$ cat config.mk
export PLATFORM = sky130hd
export DESIGN_NAME = user_code_loader
export DESIGN_NICKNAME = d
export VERILOG_FILES = /design/src/rtl/user_code_loader.sv
export SDC_FILE = /design/constraint.sdc
export NUM_CORES = 1
export LEC_CHECK = 0
export CAP_MARGIN = 20
export CORE_MARGIN = 5
export CORE_UTILIZATION = 50
export DETAILED_ROUTE_END_ITERATION = 8
export PLACE_DENSITY = 0.86
export RECOVER_POWER = 25
export SLEW_MARGIN = 20
export SYNTH_ARGS = -nofsm -noshare
export SYNTH_HDL_FRONTEND = slang
export SYNTH_SLANG_ARGS = --single-unit
$ cat constraint.sdc
create_clock -name clk -period 2.4 [get_ports clk]
set_input_delay 0.48 -clock clk [delete_from_list [all_inputs] [get_ports clk]]
set_output_delay 0.48 -clock clk [all_outputs]
set_load 0.02 [all_outputs]
$ cat src/rtl/user_code_loader.sv
// User code loader: fills the 32-word i281 user code memory from a byte-stream
// program frame instead of relying on a hard-wired image.
//
// Frame: HDR_BYTE, N, N x {hi, lo}, CHK where CHK = XOR of N and all hi/lo bytes.
// Words 0-15 land in the low bank and 16-31 in the high bank. The address is
// simply the word index, so no bank handling is needed.
//
// Ports:
//   clk          system clock, rising edge
//   rst          asynchronous active-high reset
//   start        one-cycle request to begin a new load (honoured in IDLE/DONE/ERR)
//   byte_valid   byte_data carries a byte this cycle
//   byte_data    frame byte
//   byte_ready   loader accepts a byte this cycle (transfer = byte_valid & byte_ready)
//   wr_en        one-cycle code memory write strobe
//   wr_addr      code memory word address
//   wr_data      instruction word {hi, lo}
//   cpu_hold     CPU stall request while the code memory is inconsistent
//   done         level, last load succeeded
//   error        level, last load failed
//   words_loaded words written in the current/last load
module user_code_loader #(
   parameter int unsigned WORDS    = 32,
   parameter int unsigned ADDR_W   = 5,
   parameter logic [7:0]  HDR_BYTE = 8'hA5
) (
   input  logic              clk,
   input  logic              rst,
   input  logic              start,
   input  logic              byte_valid,
   input  logic [7:0]        byte_data,
   output logic              byte_ready,
   output logic              wr_en,
   output logic [ADDR_W-1:0] wr_addr,
   output logic [15:0]       wr_data,
   output logic              cpu_hold,
   output logic              done,
   output logic              error,
   output logic [ADDR_W:0]   words_loaded
);

   typedef enum logic [2:0] {
      StIdle,
      StHdr,
      StCnt,
      StHi,
      StLo,
      StChk,
      StDone,
      StErr
   } state_t;

   localparam logic [8:0]    WordsLim = 9'(WORDS);
   localparam logic [ADDR_W:0] One    = {{ADDR_W{1'b0}}, 1'b1};

   state_t              state_q, state_d;
   logic [ADDR_W:0]     count_q, count_d;
   logic [7:0]          chk_q, chk_d;
   logic [7:0]          hi_q, hi_d;
   logic                wr_en_q, wr_en_d;
   logic [ADDR_W-1:0]   wr_addr_q, wr_addr_d;
   logic [15:0]         wr_data_q, wr_data_d;
   logic [ADDR_W:0]     wl_q, wl_d;
   logic                accept;

   always_ff @(posedge clk or posedge rst) begin
      if (rst) begin
         state_q <= StIdle;
      end else begin
         state_q <= state_d;
      end
   end

   always_ff @(posedge clk or posedge rst) begin
      if (rst) begin
         count_q   <= '0;
         chk_q     <= '0;
         hi_q      <= '0;
         wr_en_q   <= 1'b0;
         wr_addr_q <= '0;
         wr_data_q <= '0;
         wl_q      <= '0;
      end else begin
         count_q   <= count_d;
         chk_q     <= chk_d;
         hi_q      <= hi_d;
         wr_en_q   <= wr_en_d;
         wr_addr_q <= wr_addr_d;
         wr_data_q <= wr_data_d;
         wl_q      <= wl_d;
      end
   end

   always_comb begin
      state_d    = state_q;
      count_d    = count_q;
      chk_d      = chk_q;
      hi_d       = hi_q;
      wr_en_d    = 1'b0;
      wr_addr_d  = wr_addr_q;
      wr_data_d  = wr_data_q;
      // The word counter advances in the cycle the write strobe is visible.
      wl_d       = wl_q + {{ADDR_W{1'b0}}, wr_en_q};

      byte_ready = (state_q == StHdr) || (state_q == StCnt) || (state_q == StHi) ||
                   (state_q == StLo)  || (state_q == StChk);
      cpu_hold   = byte_ready || (state_q == StErr);
      done       = (state_q == StDone);
      error      = (state_q == StErr);
      accept     = byte_valid && byte_ready;

      unique case (state_q)
         StIdle, StDone, StErr: begin
            if (start) begin
               state_d = StHdr;
               wl_d    = '0;
               chk_d   = '0;
            end
         end
         StHdr: begin
            // Anything other than the marker is dropped so a misaligned stream resyncs.
            if (accept && byte_data == HDR_BYTE) begin
               state_d = StCnt;
            end
         end
         StCnt: begin
            if (accept) begin
               if (byte_data == 8'h00 || {1'b0, byte_data} > WordsLim) begin
                  state_d = StErr;
               end else begin
                  count_d = byte_data[ADDR_W:0];
                  chk_d   = byte_data;
                  state_d = StHi;
               end
            end
         end
         StHi: begin
            if (accept) begin
               hi_d    = byte_data;
               chk_d   = chk_q ^ byte_data;
               state_d = StLo;
            end
         end
         StLo: begin
            if (accept) begin
               chk_d     = chk_q ^ byte_data;
               wr_en_d   = 1'b1;
               wr_addr_d = wl_q[ADDR_W-1:0];
               wr_data_d = {hi_q, byte_data};
               state_d   = ((wl_q + One) == count_q) ? StChk : StHi;
            end
         end
         StChk: begin
            if (accept) begin
               state_d = (byte_data == chk_q) ? StDone : StErr;
            end
         end
         default: state_d = StIdle;
      endcase
   end

   assign wr_en        = wr_en_q;
   assign wr_addr      = wr_addr_q;
   assign wr_data      = wr_data_q;
   assign words_loaded = wl_q;

endmodule
After elaboration in Yosys (flattened, before gate mapping)

Index checks and enable logic that the tools add are counted.

Bits in registers: 53
Latch bits: 0
Memory bits (writable): 0
Memory bits (read-only): 0
Bits of input ports: 12
Output and inout bits: 32
Logic and storage cells: 68
Memories kept: 0

Add/sub/neg operators: 2
Multipliers: 0
Divide/modulo/power cells: 0
$lt $le $gt $ge: 1
Equality and inequality tests: 18
Shift operators: 0
Mux-type cells: 19
Bitwise logic cells: 2
Reductions and logical operators: 18

Operators by type and width:

| cell                                                   | count |
|---|---|
| 2-to-1 mux 8 bit                                       | 4 |
| 2-to-1 mux 3 bit                                       | 8 |
| one-hot mux 8 bit (3 select lines)                     | 1 |
| one-hot mux 3 bit (6 select lines)                     | 1 |
| == test 3 bit (second input constant)                  | 4 |
| 2-to-1 mux 6 bit                                       | 2 |
| inequality test 2 bit (second input constant)          | 6 |
| == test 8 bit                                          | 1 |
| == test 8 bit (second input constant)                  | 1 |
| > comparator 8 x 6 -> 1 bit (second input constant)    | 1 |
| logical NOT 8 bit                                      | 1 |
| XOR 8 bit                                              | 1 |
| adder 6 x 1 -> 6 bit                                   | 1 |
| adder 6 x 1 -> 6 bit (second input constant)           | 1 |
| == test 3 x 2 -> 1 bit (second input constant)         | 2 |
| == test 6 bit                                          | 1 |
| logical OR 1 bit                                       | 6 |
| AND reduction 6 bit                                    | 1 |
| AND reduction 5 bit                                    | 1 |
| inequality test 2 x 1 -> 1 bit (second input constant) | 2 |
| AND reduction 2 bit                                    | 2 |
| == test 3 x 1 -> 1 bit (second input constant)         | 1 |
| logical NOT 3 bit                                      | 1 |
| 2-to-1 mux 1 bit                                       | 3 |
| other kinds (6)                                        | 7 |

Longest topological paths before layout

Word-level depth: 9
Depth in mapped cells: 8
Depth with buffers taken out: 7

Least setup slack after synthesis

OpenSTA, ideal clock, no wires.

Kind: input to register
Start point: input port byte_data[3]
End point: register chk_q[0]
Setup time: 121 ps
Arrival: 2341 ps
Setup slack: -62 ps
Cell stages on the path: 8
Path buffers: 2
Cell sequence: buf_2 > or3_4 > o31a_1 > or4_4 > a221oi_4 > buf_6 > o211ai_1 > o2bb2ai_1

Cells in the longest elaborated chain, start to end: 4
Elaborated cells between the ends (all ways): 5
Classes of those cells: 1 x order compare; 1 x eq/ne; 3 x reduce/logical

RTL lines:

| what                                                             | line | RTL |
|---|---|---|
| from (decl)                                                      | 31   | `input logic [7:0] byte_data,` |
| > comparator 8 x 6 -> 1 bit or logical NOT 8 bit (tied branches) | 128  | `if (byte_data == 8'h00 \|\| {1'b0, byte_data} > WordsLim) begin` |
| logical OR 1 bit (*)                                             | 128  |  |
| inequality test 2 bit (no line) (*)                              | -    |  |
| AND reduction 5 bit (no line) (*)                                | -    |  |
| to (signal assigned)                                             | 85   | `chk_q <= chk_d;` |
| to (decl)                                                        | 58   | `logic [7:0] chk_q, chk_d;` |

Every way passes the cells marked *; elsewhere a longest branch is shown, timed or not.
A chain may end at the register's enable or synchronous reset.

Final worst setup path

Start point: register state_q[2]
End point: output port error

Cells in the longest elaborated chain, start to end: 1

RTL lines:

| what                   | line | RTL |
|---|---|---|
| from (decl)            | 56   | `state_t state_q, state_d;` |
| from (signal assigned) | 68   | `state_q <= StIdle;` |
| from (signal assigned) | 70   | `state_q <= state_d;` |
| == test 3 bit          | 109  | `error = (state_q == StErr);` |
| to (decl)              | 38   | `output logic error,` |

No other way between the ends.

==> flow_metrics.tcl <==
set metrics [dict create \
    die_area_mm2 0.00707 \
    synth_nets 260 \
    maxCapViolCount 0 \
    cp.required_ns 1.92 \
    clk_pin_slew_ns 0.09 \
    yosysSeqAreaShare_pct 48.3 \
    slew_headroom_pct 43.9 \
    critPathSlowestCell "clkdlybuf4s50_1" \
    final_cells 380 \
    synth_cell_types 47 \
    synth_fa_ha_area_share_pct 1.82 \
    root_buffer "clkbuf_8" \
    area_growth_pct 27.9 \
    synthCells 244 \
    drt_iter0_markers 133 \
    htree_levels 2 \
    core_region_area_mm2 0.00541 \
    cts_tree "built" \
    nFillCells 395 \
    cp_max_fo 6 \
    cts_buffer_depth 2 \
    syn_avg_cell_area_um2 11.2 \
    power_leakage_nw 1.59 \
    setup_violations 0 \
    register_area_mm2 0.00133 \
    slew_violations 0 \
    crit_type "register to output port" \
    status "complete, no violations" \
    viasPerCell 5.59 \
    grt_max_degree 34 \
    fin_worst_skew_ns 0.00361 \
    timing.fmax_ghz 0.446 \
    ios 44 \
    via_count 2125 \
    yosys.area_share.simple_pct 11.6 \
    p_per_area_mw_per_mm2 501 \
    clock_latency_ns 0.31 \
    place_ws_ns -0.473 \
    wl_per_cell_um 16.0 \
    critPathLaunchType "register" \
    final_common_cell "dfrtp_1" \
    min_period_ns 2.24 \
    cpPeakStageDelay_ns 0.65 \
    antenna_cells 0 \
    finalInstanceArea_mm2 0.00351 \
    cts-buffers-inserted 5 \
    grt_pass1_wl_mm 10.3 \
    fin_nets 323 \
    synth_xor_area_share_pct 6.06 \
    place_congestion 0.839 \
    hpwlAfterDp_mm 4.64 \
    multi_input_area_mm2 0.00131 \
    layout_common_cells "52 x dfrtp_1, 38 x clkdlybuf4s50_1, 30 x mux2_2" \
    grt.overflow.total 0 \
    ir_worst_vdd_mv 0.305 \
    ys_warn_count 0 \
    synth-seq-cells 53 \
    endpoint_kind "output port" \
    hold_viol 0 \
    place_inst 372 \
    portBuffers 43 \
    synth_top_family_by_area "multiplexers" \
    min_path_type "register to register" \
    async_flop_share_pct 100 \
    track_usage_pct 17.9 \
    synth_compound_area_share_pct 12.5 \
    post_cts.repair.setup_buffers 0 \
    period_share_pct 93.4 \
    drc_errors 0 \
    critical_path_arrival_ns 1.76 \
    firstDrtPassIters 4 \
    rsz0062_at_grt "no" \
    synth_area_mm2 0.00274 \
    initial_core_util_pct 50.8 \
    post_route_cells_drive_above_1_share_pct 26.6 \
    synth_edf_count 0 \
    postPlaceCellArea_mm2 0.00341 \
    synthMuxAreaShare_pct 15.4 \
    tightest_slew_ns 0.841 \
    clkSinkCount 53 \
    synth_flop_cell "dfrtp_1" \
    final.setup.worst_slack_ns 0.158 \
    dieWidth_um 84.1 \
    wl_mm 6.09 \
    rows 27 \
    cp_cell_sequence "inv_1 -> nor3_1 -> clkdlybuf4s50_1" \
    antenna_found_initial 0 \
    antenna_left 0 \
    die_h_um 84.1 \
    grt_pass1_vias 2157 \
]
-- per-layer routing --
layer / part of all wire, % / global-route usage, % / wire (um)
met5: 0 / 0 / 0
met4: 2.1 / 5.85 / 125
met3: 4.7 / 4.05 / 287
met2: 51 / 30.2 / 3090
met1: 42 / 22.6 / 2590
-- area by class of cell --
class / instances / share of cell area, %
well taps: 72 / 2.57
repair buffers: 74 / 19.3
clock inverters: 2 / 0.392
flip-flops and latches: 53 / 37.8
clock buffers: 6 / 2.07
multi-input cells: 168 / 37.3
inverters: 5 / 0.535
-- critical path: cells and delay by family (launching register included) --
| kind | cells | cell delay, ns |
|---|---|---|
| and+or+nand+nor | 1 | 0.27 |
| DFF | 1 | 0.40 |
| buffers and inverters | 2 | 0.78 |
-- power by group --
part	switching, W	leakage (nW)	total [W]	internal, W
sequential	0.0000334	0.713	0.000974	0.000940
clock	0.000292	0.0456	0.000500	0.000208
combinational	0.000140	0.833	0.000284	0.000144
total	0.000465	1.59	0.00176	0.00129
-- worst paths after layout --
kind	start	to	slack [ns]	cells after the start
setup / recovery	state_q[2]	error	0.16	3
hold / removal	hi_q[1]	hi_q[1]	0.51	1
setup reg to reg	words_loaded[4]	state_q[2]	0.25	6
hold reg to reg	hi_q[1]	hi_q[1]	0.51	1
max in group asynchronous	rst	state_q[0]	0.97	3
min in group asynchronous	rst	hi_q[4]	0.77	2
-- cells in the mapped netlist (all sizes together) (5+ instances only) --
cell	instances	area [um2]
a31oi	5	31.3
nand2b	7	43.8
buf	8	58.8
mux2	35	413
xor2	8	70.1
o211ai	6	45.0
clkbuf	10	37.5
o2bb2ai	5	43.8
a21oi	10	50.1
nor3	7	35.0
o21ai	5	25.0
nand2	14	55.1
xnor2	11	96.3
nand3	7	35.0
nor2	11	41.3
dfrtp	53	1330
o22ai	5	31.3
-- metrics by stage --
stage	utilization, %	TNS (ns)	hold slack (ns)	total power, W
2_1_floorplan	-	-0.103	0.470	0.00116
3_3_place_gp	63.1	-5.89	0.482	0.00127
3_5_place_dp	63.1	-6.40	0.494	0.00128
4_1_cts	64.9	0	0.503	0.00177
5_1_grt	64.9	0	0.531	0.00183
6_report	64.9	0	0.514	0.00176
-- sequential cells by signal, indices dropped and copies added, names as in the netlist --
signal and count:
wr_addr 5, count_q 6, chk_q 8, words_loaded 6, hi_q 8, wr_data 16
wr_en 1, state_q 3
-- logic make-up after synthesis --
family,count (synthesis)
AO/OA/AOI/OAI,48
XOR/XNOR,19
adder cells (fa/ha/maj),4
buffers and inverters,23
flip-flops,53
multiplexers,36
AND/OR/NAND/NOR,61
-- what timing repair did --
action | CTS | global route
endpoints found under the setup margin | 15 | 8
pin swaps | 3 | 2
hold endpoints to repair | 0 | 0
hold buffers | 0 | 0
gates resized for setup | 9 | 0
(Power assumes the default switching activity.)
